--- src/rtl/vga_timing_gen_if.sv ---
// Video port bundle: pattern controls in, sync/RGB/coordinates out.
interface vga_timing_gen_if;
    logic [1:0]  mode;
    logic [7:0]  solid_color;
    logic        hs;
    logic        vs;
    logic [2:0]  r;
    logic [2:0]  g;
    logic [1:0]  b;
    logic        de;
    logic [10:0] x;
    logic [10:0] y;
    logic        frame_start;

    // Generator side drives timing and colour, samples the pattern controls.
    modport master (
        input  mode, solid_color,
        output hs, vs, r, g, b, de, x, y, frame_start
    );

    // Consumer side (DAC pins, frame-buffer reader, bench).
    modport slave (
        output mode, solid_color,
        input  hs, vs, r, g, b, de, x, y, frame_start
    );
endinterface

--- src/rtl/vga_timing_gen.sv ---
// VGA raster timing and test-pattern generator with registered, zero-skew outputs.
module vga_timing_gen #(
    parameter int unsigned CLK_DIV = 2,
    parameter int unsigned H_SYNC  = 96,
    parameter int unsigned H_BP    = 48,
    parameter int unsigned H_ACT   = 640,
    parameter int unsigned H_FP    = 16,
    parameter int unsigned V_SYNC  = 2,
    parameter int unsigned V_BP    = 33,
    parameter int unsigned V_ACT   = 480,
    parameter int unsigned V_FP    = 10,
    parameter bit          HS_POL  = 1'b0,
    parameter bit          VS_POL  = 1'b0
) (
    input  logic             clock,
    input  logic             reset,
    vga_timing_gen_if.master vif
);
    localparam int unsigned CW      = 11;
    localparam int unsigned CMP_W   = 12;
    localparam int unsigned DW      = 4;
    localparam int unsigned H_TOT   = H_SYNC + H_BP + H_ACT + H_FP;
    localparam int unsigned V_TOT   = V_SYNC + V_BP + V_ACT + V_FP;
    localparam int unsigned H_ACT_S = H_SYNC + H_BP;
    localparam int unsigned H_ACT_E = H_ACT_S + H_ACT;
    localparam int unsigned V_ACT_S = V_SYNC + V_BP;
    localparam int unsigned V_ACT_E = V_ACT_S + V_ACT;
    localparam int unsigned BAR_W   = H_ACT / 8;

    logic [DW-1:0] r_dc;
    logic [CW-1:0] r_hc;
    logic [CW-1:0] r_vc;
    logic [1:0]    r_mode;
    logic [7:0]    r_color;
    logic          r_hs;
    logic          r_vs;
    logic          r_de;
    logic [CW-1:0] r_x;
    logic [CW-1:0] r_y;
    logic [7:0]    r_rgb;
    logic          r_frame_start;

    logic          w_pix_en;
    logic          w_h_last;
    logic          w_v_last;
    logic          w_frame_first;
    logic          w_hs;
    logic          w_vs;
    logic          w_h_act;
    logic          w_v_act;
    logic          w_de;
    logic [CW-1:0] w_x;
    logic [CW-1:0] w_y;
    logic [2:0]    w_bar;
    logic [2:0]    w_bar_c;
    logic          w_border;
    logic [7:0]    w_rgb;

    // With CLK_DIV=1 the divider sits at 0 and the compare holds every clock.
    assign w_pix_en      = (r_dc == DW'(CLK_DIV - 1));
    assign w_h_last      = (r_hc == CW'(H_TOT - 1));
    assign w_v_last      = (r_vc == CW'(V_TOT - 1));
    assign w_frame_first = (r_hc == '0) && (r_vc == '0);

    // Pixel-rate divider
    always_ff @(posedge clock or posedge reset) begin
        if (reset) begin
            r_dc <= '0;
        end else if (w_pix_en) begin
            r_dc <= '0;
        end else begin
            r_dc <= r_dc + DW'(1);
        end
    end

    // Horizontal and vertical raster counters
    always_ff @(posedge clock or posedge reset) begin
        if (reset) begin
            r_hc <= '0;
            r_vc <= '0;
        end else if (w_pix_en) begin
            if (w_h_last) begin
                r_hc <= '0;
                r_vc <= w_v_last ? '0 : r_vc + CW'(1);
            end else begin
                r_hc <= r_hc + CW'(1);
            end
        end
    end

    // Pattern controls only change at the frame boundary
    always_ff @(posedge clock or posedge reset) begin
        if (reset) begin
            r_mode  <= '0;
            r_color <= '0;
        end else if (w_pix_en && w_frame_first) begin
            r_mode  <= vif.mode;
            r_color <= vif.solid_color;
        end
    end

    // Decode sync, active window and coordinates from the current counters
    always_comb begin
        w_hs    = (CMP_W'(r_hc) < CMP_W'(H_SYNC)) ? HS_POL : ~HS_POL;
        w_vs    = (CMP_W'(r_vc) < CMP_W'(V_SYNC)) ? VS_POL : ~VS_POL;
        w_h_act = (CMP_W'(r_hc) >= CMP_W'(H_ACT_S)) && (CMP_W'(r_hc) < CMP_W'(H_ACT_E));
        w_v_act = (CMP_W'(r_vc) >= CMP_W'(V_ACT_S)) && (CMP_W'(r_vc) < CMP_W'(V_ACT_E));
        w_de    = w_h_act && w_v_act;
        w_x     = w_de ? (r_hc - CW'(H_ACT_S)) : '0;
        w_y     = w_de ? (r_vc - CW'(V_ACT_S)) : '0;
    end

    // Test-pattern colour; bars use threshold compares instead of a divider
    always_comb begin
        w_bar = '0;
        for (int unsigned i = 1; i < 8; i++) begin
            if (CMP_W'(w_x) >= CMP_W'(i * BAR_W)) begin
                w_bar = 3'(i);
            end
        end
        w_bar_c  = 3'd7 - w_bar;
        w_border = (w_x == '0) || (w_x == CW'(H_ACT - 1)) ||
                   (w_y == '0) || (w_y == CW'(V_ACT - 1));
        w_rgb    = '0;
        if (w_de) begin
            case (r_mode)
                2'd0:    w_rgb = r_color;
                2'd1:    w_rgb = {{3{w_bar_c[2]}}, {3{w_bar_c[1]}}, {2{w_bar_c[0]}}};
                2'd2:    w_rgb = (w_x[5] ^ w_y[5]) ? 8'hFF : 8'h00;
                default: w_rgb = w_border ? 8'hFF : r_color;
            endcase
        end
    end

    // Output registers, all advancing together on the pixel enable
    always_ff @(posedge clock or posedge reset) begin
        if (reset) begin
            r_hs  <= ~HS_POL;
            r_vs  <= ~VS_POL;
            r_de  <= 1'b0;
            r_x   <= '0;
            r_y   <= '0;
            r_rgb <= '0;
        end else if (w_pix_en) begin
            r_hs  <= w_hs;
            r_vs  <= w_vs;
            r_de  <= w_de;
            r_x   <= w_x;
            r_y   <= w_y;
            r_rgb <= w_rgb;
        end
    end

    // Frame-start strobe, exactly one system clock wide
    always_ff @(posedge clock or posedge reset) begin
        if (reset) begin
            r_frame_start <= 1'b0;
        end else begin
            r_frame_start <= w_pix_en && w_frame_first;
        end
    end

    assign vif.hs          = r_hs;
    assign vif.vs          = r_vs;
    assign vif.de          = r_de;
    assign vif.x           = r_x;
    assign vif.y           = r_y;
    assign vif.r           = r_rgb[7:5];
    assign vif.g           = r_rgb[4:2];
    assign vif.b           = r_rgb[1:0];
    assign vif.frame_start = r_frame_start;

endmodule

--- src/flat_wrapper.sv ---
// flat-port wrapper written by rule: the top's interface ports become plain ports
module vga_timing_gen_flat 
#(
    parameter int unsigned CLK_DIV = 2,
    parameter int unsigned H_SYNC  = 96,
    parameter int unsigned H_BP    = 48,
    parameter int unsigned H_ACT   = 640,
    parameter int unsigned H_FP    = 16,
    parameter int unsigned V_SYNC  = 2,
    parameter int unsigned V_BP    = 33,
    parameter int unsigned V_ACT   = 480,
    parameter int unsigned V_FP    = 10,
    parameter bit          HS_POL  = 1'b0,
    parameter bit          VS_POL  = 1'b0
)
  (clock, reset, vif_mode, vif_solid_color, vif_hs, vif_vs, vif_r, vif_g, vif_b, vif_de, vif_x, vif_y, vif_frame_start);
  vga_timing_gen_if vif_i ();
  input  logic clock;
  input  logic reset;
  input wire logic [$bits(vif_i.mode)-1:0] vif_mode;
  input wire logic [$bits(vif_i.solid_color)-1:0] vif_solid_color;
  output wire logic [$bits(vif_i.hs)-1:0] vif_hs;
  output wire logic [$bits(vif_i.vs)-1:0] vif_vs;
  output wire logic [$bits(vif_i.r)-1:0] vif_r;
  output wire logic [$bits(vif_i.g)-1:0] vif_g;
  output wire logic [$bits(vif_i.b)-1:0] vif_b;
  output wire logic [$bits(vif_i.de)-1:0] vif_de;
  output wire logic [$bits(vif_i.x)-1:0] vif_x;
  output wire logic [$bits(vif_i.y)-1:0] vif_y;
  output wire logic [$bits(vif_i.frame_start)-1:0] vif_frame_start;
  assign vif_i.mode = vif_mode;
  assign vif_i.solid_color = vif_solid_color;
  assign vif_hs = vif_i.hs;
  assign vif_vs = vif_i.vs;
  assign vif_r = vif_i.r;
  assign vif_g = vif_i.g;
  assign vif_b = vif_i.b;
  assign vif_de = vif_i.de;
  assign vif_x = vif_i.x;
  assign vif_y = vif_i.y;
  assign vif_frame_start = vif_i.frame_start;
  vga_timing_gen #(.CLK_DIV(CLK_DIV), .H_SYNC(H_SYNC), .H_BP(H_BP), .H_ACT(H_ACT), .H_FP(H_FP), .V_SYNC(V_SYNC), .V_BP(V_BP), .V_ACT(V_ACT), .V_FP(V_FP), .HS_POL(HS_POL), .VS_POL(VS_POL)) u_core (.clock(clock), .reset(reset), .vif(vif_i));
endmodule
--- config.mk ---
export PLATFORM = sky130hd
export DESIGN_NAME = vga_timing_gen_flat
export DESIGN_NICKNAME = d
export VERILOG_FILES = /design/src/rtl/vga_timing_gen_if.sv /design/src/rtl/vga_timing_gen.sv /design/src/flat_wrapper.sv
export SDC_FILE = /design/constraint.sdc
export NUM_CORES = 1
export LEC_CHECK = 0
export ABC_AREA = 1
export CAP_MARGIN = 40
export CORE_MARGIN = 2
export CORE_UTILIZATION = 50
export DETAILED_ROUTE_END_ITERATION = 10
export PLACE_DENSITY = 0.78
export SLEW_MARGIN = 40
export SYNTH_ARGS = -nofsm -noshare
export SYNTH_HDL_FRONTEND = slang
export SYNTH_SLANG_ARGS = --single-unit
--- constraint.sdc ---
create_clock -name clock -period 2.3 [get_ports clock]
set_input_delay 0.345 -clock clock [delete_from_list [all_inputs] [get_ports clock]]
set_output_delay 0.345 -clock clock [all_outputs]
set_load 0.03 [all_outputs]
### After elaboration in Yosys (flattened, before gate mapping)

Cells that the tools add are included.

| cells by class | value |
|---|---|
| $add $sub $neg | 6 |
| $lt $le $gt $ge | 13 |
| mux-type cells | 18 |
| equality and inequality tests | 7 |
| reduce and logical (&&, ||, !) cells | 14 |
| bitwise gates (word level) | 1 |

Operators by type and width:

| kind | count |
|---|---|
| $logic_not A11 Y1 | 4 |
| $mux W11 | 4 |
| $eq A11 B10 Y1 const B | 3 |
| $ge A11 B8 Y1 const B | 3 |
| $ge A11 B9 Y1 const B | 3 |
| $mux W8 | 3 |
| $pmux W8 S3 | 1 |
| $add A11 B1 Y11 const B | 2 |
| $lt A11 B10 Y1 const B | 2 |
| $mux W3 | 4 |
| $eq A11 B9 Y1 const B | 1 |
| $ge A11 B10 Y1 const B | 1 |
| $ge A11 B6 Y1 const B | 1 |
| $ge A11 B7 Y1 const B | 1 |
| $lt A11 B2 Y1 const B | 1 |
| $lt A11 B7 Y1 const B | 1 |
| $sub A11 B6 Y11 const B | 1 |
| $sub A11 B8 Y11 const B | 1 |
| $logic_and A1 B1 Y1 | 5 |
| $add A4 B1 Y4 const B | 1 |
| $eq A4 B1 Y1 const B | 1 |
| $mux W2 | 2 |
| $mux W4 | 1 |
| $logic_or A1 B1 Y1 | 3 |
| other kinds (7) | 9 |

| word-level totals | value |
|---|---|
| register bits | 70 |

### Longest topological paths before layout

Gate-level depths: netlist of run 1.

| logic depth | value |
|---|---|
| depth after elaboration | 15 |
| depth in mapped cells | 22 |
| mapped depth without buffers | 22 |

### Worst setup path before layout of run 1

No wires, ideal clock.

| path | value |
|---|---|
| path type | register -> register |
| from | register u_core.r_hc[5] |
| to | register u_core.r_rgb[7] |
| buffers on the path | 0 |
| stages on the path, launching flop included | 19 |
| data required time | 2.182 ns |
| period minus slack after synthesis | 2.179 ns |
| data arrival time | 2.062 ns |
| slack | 0.121 ns |
| cells stage by stage | dfrtp_1 > inv_1 > ha_1 > inv_1 > nor2_1 > nand2_1 > nor2_2 > nor2_1 > nor2_4 > nand3_4 > nor2_2 > inv_2 > nand2_1 > nand3b_1 > o211ai_2 > nor2_4 > nand3_1 > nand3_1 > nand2_1 |

| between the ends | value |
|---|---|
| word-level cells in the longest chain between the ends | 15 |
| elaborated cells on any way between the ends | 34 |

Ends and longest elaborated chain:

| item | line | text |
|---|---|---|
| from (decl) | vga_timing_gen.sv:31 | `logic [CW-1:0] r_hc;` |
| from (signal assigned) | vga_timing_gen.sv:86 | `r_hc <= r_hc + CW'(1);` |
| $ge A11 B8 Y1 / $lt A11 B10 Y1 (equally long branches) | vga_timing_gen.sv:106 | `w_h_act = (CMP_W'(r_hc) >= CMP_W'(H_ACT_S)) && (CMP_W'(r_hc) < CMP_W'(H_ACT_E));` |
| $logic_and A1 B1 Y1 | vga_timing_gen.sv:106 |  |
| $logic_and A1 B1 Y1 | vga_timing_gen.sv:108 | `w_de = w_h_act && w_v_act;` |
| $mux W11 | vga_timing_gen.sv:109 | `w_x = w_de ? (r_hc - CW'(H_ACT_S)) : '0;` |
| $ge A11 B7 Y1 | vga_timing_gen.sv:117 | `if (CMP_W'(w_x) >= CMP_W'(i * BAR_W)) begin` |
| $mux W1 | vga_timing_gen.sv:117 |  |
| $mux W2 (2 in a row) | vga_timing_gen.sv:117 |  |
| $mux W3 (4 in a row) | vga_timing_gen.sv:117 |  |
| $sub A3 B3 Y3 | vga_timing_gen.sv:121 | `w_bar_c = 3'd7 - w_bar;` |
| $pmux W8 S3 | vga_timing_gen.sv:126 | `case (r_mode)` |
| $mux W8 (*) | vga_timing_gen.sv:125 | `if (w_de) begin` |
| to (signal assigned) | vga_timing_gen.sv:150 | `r_rgb <= w_rgb;` |
| to (decl) | vga_timing_gen.sv:40 | `logic [7:0] r_rgb;` |

Every way passes the cells marked *; elsewhere a longest branch is shown, timed or not.
A chain may end at the register's enable or synchronous reset.

### Worst setup path after layout of run 1

| path | value |
|---|---|
| from | register u_core.r_hc[5] |
| to | register u_core.r_rgb[0] |

The elaborated chain is that of the path after synthesis.

==> results of run 1 <==
-- final cells by class --
class | count | area, sq um
inverter | 63 | 243
fill | 545 | 2030
timing repair buffer | 140 | 1200
sequential | 70 | 1760
clock inverter | 6 | 85.1
clock buffer | 10 | 138
tap | 102 | 128
multi-input combinational | 400 | 2220
-- synthesized netlist by cell type, types with 2 or more instances --
master	n	share of area (%)
a21oi_1	27	3.3
a31oi_1	4	0.61
buf_2	3	0.37
buf_6	2	0.55
clkbuf_1	8	0.74
dfrtp_1	68	42
dfstp_2	2	1.3
ha_1	8	2.5
inv_1	49	4.5
inv_2	13	1.2
nand2_1	157	14
nand2_2	4	0.61
nand3_1	34	4.2
nand4_1	9	1.4
nor2_1	57	5.2
nor2_2	7	1.1
nor2_4	6	1.7
nor3_1	20	2.5
nor4_1	2	0.31
o21ai_0	26	3.2
o21ai_1	2	0.25
o22ai_1	2	0.31
o31ai_1	4	0.74
or2_1	2	0.31
xor2_1	13	2.8
-- state kept, by name, summed over array words and instances (netlist names) --
register and count:
u_core.r_hc 11, u_core.r_vc 11, u_core.vif.x 11, u_core.vif.y 11, u_core.r_color 8, u_core.r_rgb 8, u_core.r_dc 4, u_core.r_mode 2
u_core.vif.de 1, u_core.vif.frame_start 1, u_core.vif.hs 1, u_core.vif.vs 1
-- metrics by stage --
| stage | power [mW] | util [%] |
|---|---|---|
| floorplan | 1.32 | - |
| global placement | 1.35 | 65.3 |
| detailed placement | 1.36 | 65.3 |
| CTS | 2.47 | 70.6 |
| global route | 2.53 | 74.0 |
| finish | 2.46 | 74.0 |
-- routing by layer --
layer	vias up	track usage [%]	wire [um]
met5	-	0	0
met4	0	11.7	496
met3	52	5.83	932
met2	237	44.9	6200
met1	2051	36.7	5140
li1	2051	-	-
-- cell families after synthesis --
| family | Yosys count | synth area share (%) |
|---|---|---|
| DFF | 70 | 43.0 |
| and+or+nand+nor | 305 | 33.8 |
| AOI/OAI and AO/OA | 72 | 10.2 |
| adders and majority gates | 8 | 2.45 |
| buffers and inverters | 77 | 7.57 |
| xor gates and xnor gates | 14 | 3.00 |
-- where the power goes --
part	internal (mW)	switching, mW	leakage [nW]
sequential	1.24	0.00870	0.925
clock	0.636	0.493	0.108
combinational	0.0340	0.0540	1.83
-- how the worst max path moves through the flow --
stage,to
floorplan,u_core.r_rgb[7]
global placement,u_core.r_rgb[7]
detailed placement,u_core.r_rgb[7]
CTS,u_core.r_rgb[6]
global route,u_core.r_rgb[0]
finish,u_core.r_rgb[0]
-- critical path, stage by stage (launching register included) --
cell     delay [ns]
dfrtp_1        0.39
buf_4          0.14
nor2_2         0.10
nand2_1        0.07
nand2_1        0.12
nand2_2        0.12
nor2_2         0.24
nor2_4         0.08
nand3_4        0.13
nor2_4         0.05
inv_2          0.09
nand2_2        0.08
buf_4          0.14
nor2_1         0.17
nand2_1        0.11
nand2_1        0.10
nand2_2        0.06
nand2_2        0.08
nand2_2        0.06
nand2_2        0.10
nand3_1        0.08
nand2_1        0.07
nand2_1        0.05
-- timing repair --
action                                  4_1_cts  5_1_grt
buffers inserted                             15       15
gates cloned                                  1        0
pin swaps                                    20       28
resized for setup                            22       45
endpoints found under the setup margin        8       20
==> results.sh, run 1 <==
export IMPL_diodes=0
export IMPL_cap_violations=0
export IMPL_final_nets=704
export IMPL_dp_slack_ns=-0.128
export IMPL_final_setup_tns_ns=-2.74
export IMPL_antenna_left=0
export IMPL_irDropWorstVdd_mv=0.258
export IMPL_track_usage_pct=27.9
export IMPL_start_util_pct=52.3
export IMPL_r2r_slack_ns=-0.45
export IMPL_hold_viol_final=0
export IMPL_clock_sinks=70
export IMPL_status="finished, violations left"
export IMPL_criticalPathCategory="flip-flop to flip-flop"
export IMPL_layout_common_cells="nand2_1 (143), buf_4 (90), dfrtp_1 (62)"
export IMPL_synthCells=546
export IMPL_end_kind="flip-flop"
export IMPL_slew_violations=0
export IMPL_layout_setup_ws_ns=-0.454
export IMPL_cp_start_kind="flip-flop"
export IMPL_die_w_um=94.4
export IMPL_ys_ff_latch=70
export IMPL_postLayoutCellArea_sq_mm=0.00577
export IMPL_synth_nets=566
export IMPL_area_delta_synth_final_pct=41.5
export IMPL_ys_seq_area_share_pct=43.0
export IMPL_wl_per_cell_um=16.2
export IMPL_grt_pass1_wl_um=19300
export IMPL_fmax_ghz=0.363
export IMPL_antenna_found_initial=0
export IMPL_clkLatencyLatePin_ns=0.36
export IMPL_rr_worst_depth=22
export IMPL_fp_dieH_um=94.4
export IMPL_grt_overflow=0
export IMPL_dp_cells=744
export IMPL_clk_pin_slew_ns=0.08
export IMPL_fin_crit_sh_pct=120
export IMPL_drive_above_1_share_pct=29.6
export IMPL_path_max_fanout=5
export IMPL_placed_cell_area_sq_mm=0.00510
export IMPL_finalSetupViolations=8
export IMPL_async_flop_share_pct=100
export IMPL_fin_hold_ws_ns=0.376
export IMPL_via_per_inst=5.55
export IMPL_timing_rr_start="u_core.r_hc[5]"
export IMPL_worst_hold_path_type="primary input to async pin"
export IMPL_syn_area_sq_mm=0.00408
export IMPL_drc=0
export IMPL_core_sq_mm=0.00781
export IMPL_mostFrequentLayoutCell="nand2_1"
export IMPL_arrival_ns=3.00
export IMPL_hold_buffers=0
export IMPL_slew_headroom_pct=61.4
export IMPL_num_vias=4391
export IMPL_port_buffers=45
export IMPL_grt_pass1_vias=4169
export IMPL_htreeDepth=3
export IMPL_gp_congestion=0.946
export IMPL_clockRootBuffer="clkbuf_8"
export IMPL_synth_main_ff_cell="dfrtp_1"
export IMPL_dp_hpwl_um=8240
export IMPL_power_density_mw_per_mm2=427
export IMPL_ios=46
export IMPL_drtIter0Drc=416
export IMPL_cts_tree="done"
export IMPL_violations="setup timing"
export IMPL_worstSetupStartpoint="u_core.r_hc[5]"
export IMPL_fin_cells=791
export IMPL_synth_distinct_cells=42
export IMPL_clk_path_buf_depth=2
export IMPL_drt_first_pass_iters=6
export IMPL_die_area_sq_mm=0.00890
export IMPL_cts_inserted_buffers=9
export IMPL_worstPathRequired_ns=2.55
export IMPL_drt_wl_total_um=12800
export IMPL_grt_max_degree=71
export IMPL_avgSynthCellArea_sq_um=7.48
export IMPL_min_period_ns=2.75
export IMPL_p_leak_nw=2.87
export IMPL_worst_pin_slew_ns=0.573
export IMPL_yosys_warnings=0
export IMPL_synth_edf_count=0
export IMPL_rr_endpoint="u_core.r_rgb[0]"
export IMPL_skew_ns=0.00948
export IMPL_rows=32
export IMPL_grt_setup_unrepaired="true"
(Power assumes the default switching activity.)
==> inputs of run 2 (changes only) <==
- CORE_MARGIN: 2 -> 1
==> run 2 against run 1 <==
Against the previous run: the run still ends with setup timing left; cell count down 0.51%; clock skew increased by 0.0052 ns; non-clock buffer count fell by 4; via count decreased by 2.8%; largest cell class unchanged; clock power is essentially flat.
==> results.sh, run 2 (synthesis results as in run 1) <==
export IMPL_slew_violations=0
export IMPL_seqCellArea_sq_mm=0.00176
export IMPL_fp_dieH_um=92.4
export IMPL_arrival_ns=2.77
export IMPL_violations="setup timing"
export IMPL_cap_violations=0
export IMPL_clk_path_buf_depth=2
export IMPL_worstSetupStartpoint="u_core.r_hc[5]"
export IMPL_antenna_found_initial=0
export IMPL_cts_tree="done"
export IMPL_drive_above_1_share_pct=29.8
export IMPL_htreeDepth=3
export IMPL_worst_pin_slew_ns=0.510
export IMPL_power_density_mw_per_mm2=424
export IMPL_grt_pass1_vias=3925
export IMPL_status="finished, violations left"
export IMPL_irDropWorstVdd_mv=0.370
export IMPL_cp_start_kind="flip-flop"
export IMPL_final_nets=700
export IMPL_finalSetupViolations=8
export IMPL_cts_inserted_buffers=9
export IMPL_wl_per_cell_um=15.2
export IMPL_core_sq_mm=0.00781
export IMPL_ios=46
export IMPL_rows=32
export IMPL_mostFrequentLayoutCell="nand2_1"
export IMPL_num_vias=4269
export IMPL_clk_pin_slew_ns=0.09
export IMPL_drt_wl_total_um=12000
export IMPL_layout_common_cells="nand2_1 (147), buf_4 (86), dfrtp_1 (61)"
export IMPL_drc=0
export IMPL_final_setup_tns_ns=-1.06
export IMPL_layout_setup_ws_ns=-0.225
export IMPL_timing_rr_start="u_core.r_hc[5]"
export IMPL_multi_input_area_sq_mm=0.00224
export IMPL_die_w_um=92.4
export IMPL_skew_ns=0.0147
export IMPL_drtIter0Drc=272
export IMPL_die_area_sq_mm=0.00853
export IMPL_dp_hpwl_um=8030
export IMPL_fmax_ghz=0.396
export IMPL_clock_sinks=70
export IMPL_grt_setup_unrepaired="true"
export IMPL_slew_headroom_pct=65.9
export IMPL_grt_overflow=0
export IMPL_port_buffers=45
export IMPL_path_max_fanout=4
export IMPL_start_util_pct=52.3
export IMPL_hold_viol_final=0
export IMPL_end_kind="flip-flop"
export IMPL_via_per_inst=5.42
export IMPL_worst_hold_path_type="primary input to async pin"
export IMPL_p_leak_nw=2.81
export IMPL_worstPathRequired_ns=2.55
export IMPL_fin_hold_ws_ns=0.374
export IMPL_track_usage_pct=28.0
export IMPL_diodes=0
export IMPL_gp_congestion=0.912
export IMPL_antenna_left=0
export IMPL_min_period_ns=2.53
export IMPL_clockRootBuffer="clkbuf_8"
export IMPL_clkLatencyLatePin_ns=0.36
export IMPL_hold_buffers=0
export IMPL_grt_pass1_wl_um=18500
export IMPL_fin_util_pct=73.9
export IMPL_area_delta_synth_final_pct=41.4
export IMPL_grt_max_degree=71
export IMPL_fillers=585
export IMPL_fin_crit_sh_pct=110
export IMPL_drt_first_pass_iters=5
export IMPL_criticalPathCategory="flip-flop to flip-flop"
export IMPL_fin_total_pwr_mw=2.45
[run 2: changes by cell type in the layout (fill, tap and decap cells not counted), sizes merged]
cell	change
clkinvlp	-1
buf	-4
clkinv	+2
clkbuf	-1
[run 2: stage by stage]
stage | std cells | setup WS [ns] | cell area, sq um
2_1_floorplan | 546 | 0.121 | 4080
3_3_place_gp | 739 | -0.0831 | 5060
3_5_place_dp | 739 | -0.172 | 5060
4_1_cts | 762 | -0.0965 | 5420
5_1_grt | 787 | -0.449 | 5770
6_report | 787 | -0.225 | 5770
[run 2: area by class of cell]
| class | instances | share of cell area (%) |
|---|---|---|
| clock inverter | 7 | 1.67 |
| sequential | 70 | 30.6 |
| inverter | 63 | 4.23 |
| multi-input combinational | 400 | 38.9 |
| tap | 102 | 2.21 |
| clock buffer | 9 | 2.15 |
| timing repair buffer | 136 | 20.3 |
[run 2: where the power goes]
group	total [mW]	switching, mW	internal (mW)	leakage, nW
Combinational	0.0885	0.0547	0.0338	1.78
Clock	1.11	0.498	0.614	0.114
Sequential	1.25	0.00983	1.24	0.923
[run 2: repair_timing]
action                                  CTS  global route
endpoints found under the setup margin    8            26
gates cloned                              1             0
setup buffers                             6            25
pin swaps                                20            30
resized for setup                        21            49
[run 2: final timing paths]
check                                   to  cells past startpoint  slack (ns)
setup / recovery           u_core.r_rgb[1]                     21       -0.23
hold / removal             u_core.r_rgb[2]                      3        0.37
setup reg to reg           u_core.r_rgb[1]                     21       -0.23
hold reg to reg             u_core.r_dc[3]                      1        0.47
max in group asynchronous    u_core.vif.vs                      3        1.58
min in group clock          u_core.r_dc[3]                      1        0.47
[run 2: per-layer routing]
metal  share of wire (%)  up-vias  GRT usage (%)
met5                   0        -              0
met4                 2.8        0           11.3
met3                 6.3       30           5.50
met2                  48      180           43.8
met1                  43     2020           38.2
li1                    -     2039              -
[run 2: critical path, cell delays in order (launching register included)]
cell     delay (ns)
dfrtp_1        0.41
inv_2          0.10
ha_4           0.14
inv_2          0.04
nor2_2         0.06
nand2_1        0.06
nor2_2         0.13
nor2_2         0.08
nor2_4         0.13
nand4_1        0.24
nor2_1         0.19
nand2_1        0.07
nor2_1         0.15
nor2_1         0.06
nand2_1        0.08
nand2_1        0.06
nand2_1        0.06
nand2_1        0.07
nand2_2        0.08
nand3_1        0.08
nand2_1        0.08
nand2_1        0.05
==> inputs of run 3 (changes only) <==
- CAP_MARGIN: 40 -> 20
- CTS_CLUSTER_SIZE: default -> 10
==> results of run 3 <==
Final layout, timing and power as in run 2 (identical DEF).
